### config.mk
export PLATFORM = sky130hd
export DESIGN_NAME = demux1_3_buf_flat
export DESIGN_NICKNAME = d
export VERILOG_FILES = /design/src/rtl/demux1_3_buf_if.sv /design/src/rtl/demux1_3_buf.sv /design/src/flat_wrapper.sv
export SDC_FILE = /design/constraint.sdc
export NUM_CORES = 1
export LEC_CHECK = 0
export CORE_UTILIZATION = 45
export DETAILED_ROUTE_END_ITERATION = 10
export PLACE_DENSITY = 0.8
export SLEW_MARGIN = 25
export SYNTH_ARGS = -nofsm -noshare
export SYNTH_HDL_FRONTEND = slang
export SYNTH_SLANG_ARGS = --single-unit
### constraint.sdc
create_clock -name iClk -period 3.9 [get_ports iClk]
set_clock_uncertainty 0.05 [all_clocks]
set_input_delay 0.585 -clock iClk [delete_from_list [all_inputs] [get_ports iClk]]
set_output_delay 0.585 -clock iClk [all_outputs]
set_load 0.005 [all_outputs]
### src/rtl/demux1_3_buf_if.sv
// Handshake bundle between one source, the 1-to-3 demux and its three sinks.
// Latency: none (wires only).
// Backpressure: oReady toward the source, iSinkRdy[k] from each sink.
// Ports:
//   iValid/iS/iData  source word, route select, data
//   oReady           source handshake ready
//   oValid/iSinkRdy  per-channel valid and sink ready
//   oData0..2        per-channel data
//   oBusy            any channel occupied
interface demux1_3_buf_if #(
    parameter int WIDTH = 32
);
    logic             iValid;
    logic [1:0]       iS;
    logic [WIDTH-1:0] iData;
    logic             oReady;
    logic [2:0]       oValid;
    logic [2:0]       iSinkRdy;
    logic [WIDTH-1:0] oData0;
    logic [WIDTH-1:0] oData1;
    logic [WIDTH-1:0] oData2;
    logic             oBusy;

    // Source plus sinks side (drives the demux inputs).
    modport master (
        output iValid, iS, iData, iSinkRdy,
        input  oReady, oValid, oData0, oData1, oData2, oBusy
    );

    // Demux side.
    modport slave (
        input  iValid, iS, iData, iSinkRdy,
        output oReady, oValid, oData0, oData1, oData2, oBusy
    );
endinterface

### src/rtl/demux1_3_buf.sv
// Buffered 1-to-3 demux: routes a valid/ready source word by iS into one of three 1-entry registers.
// Latency: 1 cycle source to sink; 1 word/cycle per channel.
// Backpressure: oReady drops only when the selected channel is full and its sink is stalled.
// Ports:
//   iClk, iRst   clock and asynchronous active-high reset
//   bus          demux1_3_buf_if slave modport (source handshake, three sink channels, oBusy)
module demux1_3_buf #(
    parameter int WIDTH = 32
) (
    input logic           iClk,
    input logic           iRst,
    demux1_3_buf_if.slave bus
);

    logic [2:0]       valid_q;
    logic [2:0]       valid_d;
    logic [WIDTH-1:0] data_q [3];
    logic [WIDTH-1:0] data_d [3];

    logic [2:0] tgt_oh;
    logic [2:0] drain;
    logic       ready;
    logic       accept;

    always_comb begin
        // Select 2'b11 aliases onto channel 2, matching the 3:1 select default.
        tgt_oh = 3'b100;
        case (bus.iS)
            2'b00:   tgt_oh = 3'b001;
            2'b01:   tgt_oh = 3'b010;
            default: tgt_oh = 3'b100;
        endcase

        drain = valid_q & bus.iSinkRdy;

        // A full target can still accept when its sink drains it on the same edge.
        ready  = ((valid_q & tgt_oh) == 3'b000) || ((bus.iSinkRdy & tgt_oh) != 3'b000);
        accept = bus.iValid && ready;

        valid_d = valid_q & ~drain;
        for (int k = 0; k < 3; k++) begin
            data_d[k] = data_q[k];
        end

        if (accept) begin
            valid_d = valid_d | tgt_oh;
            for (int k = 0; k < 3; k++) begin
                if (tgt_oh[k]) begin
                    data_d[k] = bus.iData;
                end
            end
        end
    end

    always_ff @(posedge iClk or posedge iRst) begin
        if (iRst) begin
            valid_q <= 3'b000;
            for (int k = 0; k < 3; k++) begin
                data_q[k] <= '0;
            end
        end else begin
            valid_q <= valid_d;
            for (int k = 0; k < 3; k++) begin
                data_q[k] <= data_d[k];
            end
        end
    end

    // Data registers keep their last word after draining; oValid alone qualifies them.
    assign bus.oReady = ready;
    assign bus.oValid = valid_q;
    assign bus.oData0 = data_q[0];
    assign bus.oData1 = data_q[1];
    assign bus.oData2 = data_q[2];
    assign bus.oBusy  = |valid_q;

endmodule
### src/flat_wrapper.sv
// flat-port wrapper written by rule: the top's interface ports become plain ports
module demux1_3_buf_flat 
#(
    parameter int WIDTH = 32
)
  (iClk, iRst, bus_iValid, bus_iS, bus_iData, bus_iSinkRdy, bus_oReady, bus_oValid, bus_oData0, bus_oData1, bus_oData2, bus_oBusy);
  demux1_3_buf_if #(.WIDTH(WIDTH)) bus_i ();
  input logic iClk;
  input logic iRst;
  input wire logic [$bits(bus_i.iValid)-1:0] bus_iValid;
  input wire logic [$bits(bus_i.iS)-1:0] bus_iS;
  input wire logic [$bits(bus_i.iData)-1:0] bus_iData;
  input wire logic [$bits(bus_i.iSinkRdy)-1:0] bus_iSinkRdy;
  output wire logic [$bits(bus_i.oReady)-1:0] bus_oReady;
  output wire logic [$bits(bus_i.oValid)-1:0] bus_oValid;
  output wire logic [$bits(bus_i.oData0)-1:0] bus_oData0;
  output wire logic [$bits(bus_i.oData1)-1:0] bus_oData1;
  output wire logic [$bits(bus_i.oData2)-1:0] bus_oData2;
  output wire logic [$bits(bus_i.oBusy)-1:0] bus_oBusy;
  assign bus_i.iValid = bus_iValid;
  assign bus_i.iS = bus_iS;
  assign bus_i.iData = bus_iData;
  assign bus_i.iSinkRdy = bus_iSinkRdy;
  assign bus_oReady = bus_i.oReady;
  assign bus_oValid = bus_i.oValid;
  assign bus_oData0 = bus_i.oData0;
  assign bus_oData1 = bus_i.oData1;
  assign bus_oData2 = bus_i.oData2;
  assign bus_oBusy = bus_i.oBusy;
  demux1_3_buf #(.WIDTH(WIDTH)) u_core (.iClk(iClk), .iRst(iRst), .bus(bus_i));
endmodule
==> results.sh <==
export IMPL_fin_cells=477
export IMPL_status="finished clean"
export IMPL_post_cts_buffers=0
export IMPL_place_hpwl_microns=5940
export IMPL_synth_top_area_cell="dfrtp_1"
export IMPL_drt_pass1_iter_count=4
export IMPL_drtIter0Drc=33
export IMPL_ctsLongestPathBuffers=2
export IMPL_rsz0062_at_grt="false"
export IMPL_hold_viol=0
export IMPL_yosys_cell_count_top_type="dfrtp_1"
export IMPL_multiInputGateArea_sq_um=1310
export IMPL_ys_async_sr_fraction_pct=100
export IMPL_period_needed_ps=2640
export IMPL_r2r_end="u_core.bus.oData1[12]$_DFFE_PP0P_"
export IMPL_r2r_slack_ps=1880
export IMPL_numCtsBuffers=9
export IMPL_routed_wl_microns=8260
export IMPL_met3_usage_pct=4.23
export IMPL_ys_seq_elements=99
export IMPL_diodes=0
export IMPL_synth_top_family_by_area="multiplexers"
export IMPL_synth_warnings=0
export IMPL_use_met2_pct=32.7
export IMPL_synthFlopType="dfrtp_1"
export IMPL_min_path_cells=1
export IMPL_synthTopCellsByArea="dfrtp_1, mux2_2, mux2_4"
export IMPL_holdPathEnd="u_core.bus.oData2[10]$_DFFE_PP0P_"
export IMPL_netlist_top_cells_count="dfrtp_1, mux2_2, mux2_4"
export IMPL_relSlewSlack_pct=42.3
export IMPL_antenna_found_initial=0
export IMPL_seq_area_frac_synth_pct=63.2
export IMPL_worst_slew_pin_slew_ps=865
export IMPL_routed_via_density=4.95
export IMPL_area_delta_synth_final_pct=41.8
export IMPL_holdCritPathClass="reg2reg"
export IMPL_clkTransAtPathRegs_ps=90
export IMPL_worstPathRequired_ps=3260
export IMPL_placed_cells=462
export IMPL_synth_compound_area_share_pct=0.128
export IMPL_place_congestion=0.709
export IMPL_timing_rr_start="u_core.bus.oValid[1]$_DFF_PP0_"
export IMPL_cts_tree="built"
export IMPL_muxShareOfSynthArea_pct=30.7
export IMPL_final_area_sq_um=5560
export IMPL_grtUsageMet1_pct=24.6
export IMPL_ant_nets=0
export IMPL_grt_busiest_layer="met2"
export IMPL_hp_start="u_core.bus.oData2[10]$_DFFE_PP0P_"
export IMPL_core_area_sq_um=8340
export IMPL_slew_viol_final=0
export IMPL_grt_pass1_wl_microns=13200
export IMPL_die_x_microns=95.4
export IMPL_overflow=0
export IMPL_grt_max_degree=72
export IMPL_drive_gt1_share_pct=31.2
export IMPL_drv_cap=0
export IMPL_worstPathArrival_ps=2010
export IMPL_synth_top_area_share_pct=63.2
export IMPL_cp_max_fo=3
export IMPL_reg2reg_depth=4
export IMPL_cp_start_kind="input pin"
export IMPL_synth_xor_area_share_pct=0
export IMPL_p_per_area_nw_per_um2=503
export IMPL_num_rows=33
export IMPL_fmax_ghz=0.379
export IMPL_start_util_pct=47.0
export IMPL_synth_edf_count=0
export IMPL_end_kind="primary output"
export IMPL_cts_hold_buf=0
export IMPL_finalPower_mw=2.80
export IMPL_grt_pass1_vias=2506
export IMPL_syn_area_sq_um=3920
export IMPL_insertion_delay_ps=350
export IMPL_leakagePower_nw=2.39
export IMPL_max_vdd_ir_drop_mv=0.223
export IMPL_routedWlPerCell_microns=17.3
export IMPL_setup_violations=0
export IMPL_vias=2360
export IMPL_synth_simple_area_share_pct=2.23
export IMPL_synthCells=223
export IMPL_dieArea_sq_um=9090
export IMPL_fp_dieH_microns=95.4
export IMPL_area_sequential_sq_um=2480
export IMPL_worst_setup_path_type="in2out"
export IMPL_ctsResizeCount=0
export IMPL_h_tree_depth=3
export IMPL_drc=0
export IMPL_cts_root_buf="clkbuf_8"
export IMPL_synth_distinct_cells=18
export IMPL_nFillCells=616
export IMPL_placed_area_sq_um=5360
export IMPL_fin_tns_setup_ps=0
export IMPL_io_pins=141
export IMPL_num_nets_final=408
export IMPL_synthAdderAreaFrac_pct=0
export IMPL_grt_total_usage_pct=19.5
export IMPL_port_buffers=140
export IMPL_min_period_over_period_pct=67.7
export IMPL_clock_sinks=99
export IMPL_syn_avg_cell_area_sq_um=17.6
export IMPL_synth_net_count=263
[flip-flops by register name, summed over array words and instances (netlist names)]
register           count
u_core.bus.oValid      3
u_core.bus.oData1     32
u_core.bus.oData0     32
u_core.bus.oData2     32
[critical path, stage by stage]
cell	delay [ps]
clkdlybuf4s50_1	440
nand2b_1	160
mux2i_1	90
o21ai_0	170
clkdlybuf4s50_1	550
[layout by cell type (no fill, tap or decap)]
cell type,Yosys,final
o21ai_0,1,1
nor2b_4,0,1
buf_4,0,5
clkdlybuf4s50_1,0,140
nand2b_4,1,1
mux2_1,5,5
dfrtp_1,99,99
inv_4,0,1
or3_1,1,1
bufinv_16,0,1
mux2i_1,1,1
clkbuf_8,0,11
nand3b_2,1,1
clkbuf_1,0,1
nand2_1,6,6
mux2_4,30,30
nand2b_1,2,2
and3_2,0,1
mux2_2,61,61
clkinv_4,0,2
nor2b_2,1,1
[per-stage QoR]
step                setup WS (ps)  hold slack, ps  util [%]
floorplan                     675             433         -
global placement             1150             419      64.3
detailed placement           1120             431      64.3
CTS                          1250             451      66.7
global route                 1170             471      66.7
finish                       1260             443      66.7
[cell families after synthesis]
family | count (synthesis)
mux | 97
flops | 99
buf+inv | 12
simple gates | 14
compound gates | 1
[where the power goes]
part | switching, mW | total [mW] | internal [mW]
clock network | 0.335 | 0.667 | 0.331
logic | 0.221 | 0.791 | 0.570
registers | 0.112 | 1.34 | 1.23
[how the worst max path moves through the flow]
stage,endpoint,cells past startpoint,start,slack (ps)
after detailed placement,u_core.bus.oData1[13]$_DFFE_PP0P_,5,bus_iS[1],1120
final,bus_oReady,5,bus_iSinkRdy[0],1260
after global routing,bus_oReady,5,bus_iSinkRdy[0],1170
after floorplan,u_core.bus.oData0[0]$_DFFE_PP0P_,1,iRst,670
after global placement,u_core.bus.oData1[18]$_DFFE_PP0P_,5,bus_iValid,1150
after CTS,bus_oReady,5,bus_iSinkRdy[0],1250
[layout make-up]
class,instances,area share (%)
Inverter,1,0.112
Timing Repair Buffer,145,25.9
Sequential cell,99,44.5
Tap cell,105,2.36
Clock buffer,12,2.79
Clock inverter,3,0.855
Multi-Input combinational cell,112,23.5
[per-layer routing]
| metal | vias up | wire length [microns] |
|---|---|---|
| met3 | 11 | 420 |
| met4 | 0 | 125 |
| li1 | 1065 | - |
| met5 | - | 0 |
| met2 | 78 | 4140 |
| met1 | 1206 | 3580 |
Power figures use the tool's default switching activity.
